[src/rtl/i_ddr_deser_if.sv]
// i_ddr_deser_if: serial pin, enable and bitslip in; captured pair,
// assembled word and word strobe out. master drives D/E/BITSLIP.
interface i_ddr_deser_if #(
  parameter int WIDTH = 4
);
  logic             D;
  logic             E;
  logic             BITSLIP;
  logic [1:0]       Q2;
  logic [WIDTH-1:0] Q;
  logic             DV;

  modport master (
    output D, E, BITSLIP,
    input  Q2, Q, DV
  );

  modport slave (
    input  D, E, BITSLIP,
    output Q2, Q, DV
  );
endinterface

[src/rtl/i_ddr_deser.sv]
// i_ddr_deser: DDR input capture + WIDTH-bit deserializer with bitslip.
// Ports: C clock, R sync active-low reset, io (slave) D/E/BITSLIP/Q2/Q/DV.
module i_ddr_deser #(
  parameter int WIDTH = 4
) (
  input logic         C,
  input logic         R,
  i_ddr_deser_if.slave io
);

  typedef logic signed [5:0] cnt_t;

  logic             r_q;
  logic             f_q;
  logic             e_q;
  logic             v_q;
  logic             slip_q;
  logic             g1_q;
  logic             g2_q;
  logic [WIDTH-1:0] hist_q;
  logic [WIDTH-1:0] hist_d;
  logic [WIDTH-1:0] wd_q;
  logic [WIDTH-1:0] wd_d;
  cnt_t             n_q;
  cnt_t             n_d;
  logic             done_q;
  logic             done_d;
  logic [1:0]       q2_q;
  logic [WIDTH-1:0] q_q;
  logic             dv_q;
  logic             acc;
  logic [WIDTH:0]   h;

  // A slip is taken only if none was taken on the two previous edges.
  assign acc = io.BITSLIP & io.E & ~g1_q & ~g2_q;

  // n_q: bits held of the word in progress; -1 means the next
  // incoming bit is dropped (slip landed on an empty word).
  always_comb begin
    h      = {f_q, r_q, hist_q[WIDTH-1:1]};
    hist_d = h[WIDTH:1];
    wd_d   = wd_q;
    done_d = 1'b0;
    n_d    = n_q + cnt_t'(2);
    if (n_d == cnt_t'(WIDTH)) begin
      done_d = 1'b1;
      wd_d   = h[WIDTH:1];
      n_d    = '0;
    end else if (n_d == cnt_t'(WIDTH + 1)) begin
      // word ended on the rising bit; falling bit opens the next
      done_d = 1'b1;
      wd_d   = h[WIDTH-1:0];
      n_d    = cnt_t'(1);
    end
    if (slip_q) begin
      n_d = n_d - cnt_t'(1);
    end
  end

  always_ff @(posedge C) begin
    if (!R) begin
      r_q    <= 1'b0;
      e_q    <= 1'b0;
      v_q    <= 1'b0;
      slip_q <= 1'b0;
      g1_q   <= 1'b0;
      g2_q   <= 1'b0;
      hist_q <= '0;
      wd_q   <= '0;
      n_q    <= '0;
      done_q <= 1'b0;
      q2_q   <= 2'b00;
      q_q    <= '0;
      dv_q   <= 1'b0;
    end else begin
      e_q  <= io.E;
      g1_q <= acc;
      g2_q <= g1_q;
      dv_q <= 1'b0;
      if (io.E) begin
        r_q    <= io.D;
        v_q    <= 1'b1;
        slip_q <= acc;
        dv_q   <= done_q;
        done_q <= 1'b0;
        if (done_q) begin
          q_q <= wd_q;
        end
        // v_q: the previous enabled edge supplied a real pair
        if (v_q) begin
          q2_q   <= {f_q, r_q};
          hist_q <= hist_d;
          n_q    <= n_d;
          done_q <= done_d;
          wd_q   <= wd_d;
        end
      end
    end
  end

  // Falling bit is kept only for pairs whose rising edge was enabled.
  always_ff @(negedge C) begin
    if (!R) begin
      f_q <= 1'b0;
    end else if (e_q) begin
      f_q <= io.D;
    end
  end

  assign io.Q2 = q2_q;
  assign io.Q  = q_q;
  assign io.DV = dv_q;

endmodule

[src/flat_wrapper.sv]
// flat-port wrapper written by rule: the top's interface ports become plain ports
module i_ddr_deser_flat 
#(
  parameter int WIDTH = 4
)
  (C, R, io_D, io_E, io_BITSLIP, io_Q2, io_Q, io_DV);
  i_ddr_deser_if #(.WIDTH(WIDTH)) io_i ();
  input logic C;
  input logic R;
  input wire logic [$bits(io_i.D)-1:0] io_D;
  input wire logic [$bits(io_i.E)-1:0] io_E;
  input wire logic [$bits(io_i.BITSLIP)-1:0] io_BITSLIP;
  output wire logic [$bits(io_i.Q2)-1:0] io_Q2;
  output wire logic [$bits(io_i.Q)-1:0] io_Q;
  output wire logic [$bits(io_i.DV)-1:0] io_DV;
  assign io_i.D = io_D;
  assign io_i.E = io_E;
  assign io_i.BITSLIP = io_BITSLIP;
  assign io_Q2 = io_i.Q2;
  assign io_Q = io_i.Q;
  assign io_DV = io_i.DV;
  i_ddr_deser #(.WIDTH(WIDTH)) u_core (.C(C), .R(R), .io(io_i));
endmodule
[config.mk]
export PLATFORM = sky130hd
export DESIGN_NAME = i_ddr_deser_flat
export DESIGN_NICKNAME = d
export VERILOG_FILES = /design/src/rtl/i_ddr_deser_if.sv /design/src/rtl/i_ddr_deser.sv /design/src/flat_wrapper.sv
export SDC_FILE = /design/constraint.sdc
export NUM_CORES = 1
export LEC_CHECK = 0
export BUFFER_PORTS_ARGS = -buffer_cell sky130_fd_sc_hd__buf_2
export CORE_UTILIZATION = 57
export DETAILED_ROUTE_END_ITERATION = 8
export PLACE_DENSITY = 0.77
export SYNTH_ARGS = -nofsm -noshare
export SYNTH_HDL_FRONTEND = slang
export SYNTH_SLANG_ARGS = --single-unit
export TNS_END_PERCENT = 20
[constraint.sdc]
create_clock -name C -period 2.51 [get_ports C]
set_input_delay 0.251 -clock C [delete_from_list [all_inputs] [get_ports C]]
set_output_delay 0.251 -clock C [all_outputs]
set_load 0.01 [all_outputs]
==> results.md <==
* Cell accounting for the most synthesized area: dfxtp_1
* Hold Violations, Final at 0
* Via density at 5.76
* Worst r2r src: u_core.n_q[3]$_SDFFE_PN0P_
* Max-slew headroom at 68.6%
* Total gr overflow at 0
* CP max stage cell: dfxtp_1
* Post-Route Utilization at 63.7%
* # IOs at 12
* Post-synthesis cell count at 161
* Peak Freq at 453 MHz
* Worst slew pin tran at 0.470 ns
* CTS Buf Count at 3
* Post-CTS sizing at 0
* Post-CTS Setup Bufs at 0
* Setup TNS at 0 ns
* Final setup vio count at 0
* Ys Warns at 0
* Row cnt at 17
* Sequential area share after synthesis at 38.6%
* Area grow syn2layout at 4.55%
* Dpl cells at 190
* Worst R2R Path Depth at 6
* CTS root buf: clkbuf_4
* Status: finished, final reports clean
* Clk_lat worst skew at 0.36 ns
* Routed WL at 2630 um
* Critical path origin: u_core.n_q[3]$_SDFFE_PN0P_
* Largest net degree at the start of global routing at 21
* HPWL after DPL at 1940 um
* Pins Over Slew Limit at 0
* Worst vdd ir at 0.000382 V
* Post-route ant nets at 0
* Max H-tree Level at 1
* Period Utilization, post-route at 87.9%
* Core ar. at 2210 um2
* Initial DRC Count at 38
* TritonCTS clock tree: built
* Required time of the worst setup path at 2.77 ns
* Vias at 1,118
* Top cell type's share of synthesized area at 38.6%
* Crit Path Max Fanout at 8
* Clk buf depth at 2
* Initial Util at 60.9%
* FF+latch count, synth at 26
* Leak pwr at 0.534 nW
* Crit path to: u_core.n_q[5]$_SDFFE_PN0P_
* GPL Wtd Cong at 0.853
* 1st-pass router iterations at 4
* Max_cap viols at 0
* Post-DR wirelength/cell at 13.6 um
* Critical Path, Cell by Cell: and3_4, mux2i_4, a21oi_2, o32a_4, or4_1, a31oi_1
* CP startpoint kind: register
* Reg2reg end: u_core.n_q[5]$_SDFFE_PN0P_
* Fill cell count at 199
* PortBufs at 11
* Worst Path Arrival at 2.46 ns
* DRC Markers at 0
* Critical Path Sink Type: register
* PwrDens at 536 nW/um2
* Slowest cell delay on critical path at 0.52 ns
* Die width at 50.6 um
* RSZ-0062 raised after global routing: no
* Total Routing Usage GR at 23.1%
* Crit path time final at 2.21 ns
* Vias in the first global route at 1,073
* Synth area leaders: dfxtp_1, nand2_1, nor2_1
* Syn Area/Cell at 8.37 um2
* Die Span Y at 50.6 um
* Worst-path clk slew at 0.13 ns
* CTS sink cnt at 26
* Antenna diodes at 0
* Initial antenna violation count at 0
* CTS Hold Bufs at 0
* Share of cells above drive strength 1 at 16.9%
* Post-Layout Cell Count at 194
* Fin Clk Skew at 0.0567 ns
* R2R setup slack at 0.30 ns
* First-pass GRT wire length at 4470 um
* Post-Syn Area at 1350 um2
* Worst Path Class, Setup: reg -> reg
* Worst hold path class: in -> reg
* Netlist cell types at 41
* Final #Nets at 175
* Syn Nets at 169
* DIE AREA at 2560 um2
-- report_power, final --
part	internal [W]	leakage, nW	switching (W)	total, W
Combinational	0.0000493	0.302	0.0000716	0.000121
Clock	0.0000641	0.0203	0.000117	0.000181
Sequential	0.000429	0.212	0.0000236	0.000453
Total	0.000542	0.534	0.000212	0.000754
-- stage by stage --
step                hold slack, ns  total power (W)  setup WS [ns]  cell area, um2
finish                       0.193         0.000754          0.302            1410
detailed placement           0.446         0.000586          0.185            1380
CTS                          0.188         0.000759          0.147            1400
global route                 0.179         0.000795          0.105            1410
floorplan                    0.373         0.000566          0.183            1350
global placement             0.440         0.000580          0.308            1380
-- flip-flops by register name (all words and copies together) (netlist names) --
signal         flops
u_core.n_q         6
u_core.io.Q        4
u_core.wd_q        4
u_core.io.Q2       2
u_core.done_q      1
u_core.e_q         1
u_core.f_q         1
u_core.g1_q        1
u_core.g2_q        1
u_core.hist_q      1
u_core.io.DV       1
u_core.r_q         1
u_core.slip_q      1
u_core.v_q         1
-- cells in the final DEF, fill, tap and decap left out, types with 2 or more instances in the layout --
cell type and instances:
a31oi_1 2, nand3_1 9, nor3_1 3, nand2_1 21, dfxtp_1 26, o21ai_0 5
mux2i_1 6, nor2_1 19, o22ai_1 2, clkbuf_4 3, a211oi_1 6, buf_4 2
xnor2_1 3, buf_2 11, and2_1 5, ha_1 2, inv_1 6, a21oi_1 11
nand4_1 2
-- worst max-delay path, delay by kind of cell, from the launching register on --
kind | cells | cell delay (ns)
and+or+nand+nor | 2 | 0.74
AOI/OAI and AO/OA | 3 | 0.61
DFF | 1 | 0.52
muxes | 1 | 0.28
-- area by class of cell --
class                      instances  area (um2)  share of cell area, %
multi-input combinational        117         734                   52.1
clock inverter                     1        3.75                  0.266
timing repair buffer              13        70.1                   4.97
tap                               28        35.0                   2.49
clock buffer                       4        26.3                   1.87
sequential                        26         520                   36.9
inverter                           5        18.8                   1.33
-- worst min-delay path by stage --
stage	slack, ns	end	depth (start not counted)	from
detailed placement	0.45	u_core.io.Q[3]$_SDFFE_PN0P_	2	u_core.io.Q[3]$_SDFFE_PN0P_
global route	0.18	u_core.g1_q$_SDFF_PN0_	2	io_BITSLIP
floorplan	0.37	u_core.g2_q$_SDFF_PN0_	1	R
finish	0.19	u_core.g1_q$_SDFF_PN0_	2	io_BITSLIP
CTS	0.19	u_core.g1_q$_SDFF_PN0_	2	io_BITSLIP
global placement	0.44	u_core.io.Q[3]$_SDFFE_PN0P_	2	u_core.io.Q[3]$_SDFFE_PN0P_
-- synthesized netlist by cell type, drive strengths merged --
master and n:
nand2b 1, a31oi 2, nor2 19, or2 1, a211oi 6, nand3 9
nand2 21, buf 9, nand4 3, a211o 1, inv 6, or4 1
o221a 1, a31o 1, o31ai 1, and2 5, nor3b 1, a21o 1
o21ai 5, xor2 1, a21boi 1, o22ai 2, clkbuf 3, o211ai 1
mux2i 7, dfxtp 26, a21oi 12, and3 3, o32a 1, nor3 3
xnor2 3, ha 3, o311a 1
-- layer usage --
metal / track usage (%) / share of wire [%] / vias to the layer above / routed length [um]
met1: 29.0 / 47 / 513 / 1230
li1: - / - / 571 / -
met2: 39.6 / 47 / 32 / 1250
met4: 5.56 / 0.53 / 0 / 14
met3: 5.76 / 5.4 / 2 / 142
met5: 0 / 0 / - / 0
-- cells by family after synthesis --
logic type	after synthesis	share of synthesized area [%]
buffers and inverters	18	7.43
DFF	26	38.6
muxes	7	6.13
AOI/OAI and AO/OA	36	18.8
adders and majority gates	3	2.79
and+or+nand+nor	67	23.7
xor gates and xnor gates	4	2.60
Note: power is estimated with default switching activity, not from simulation.
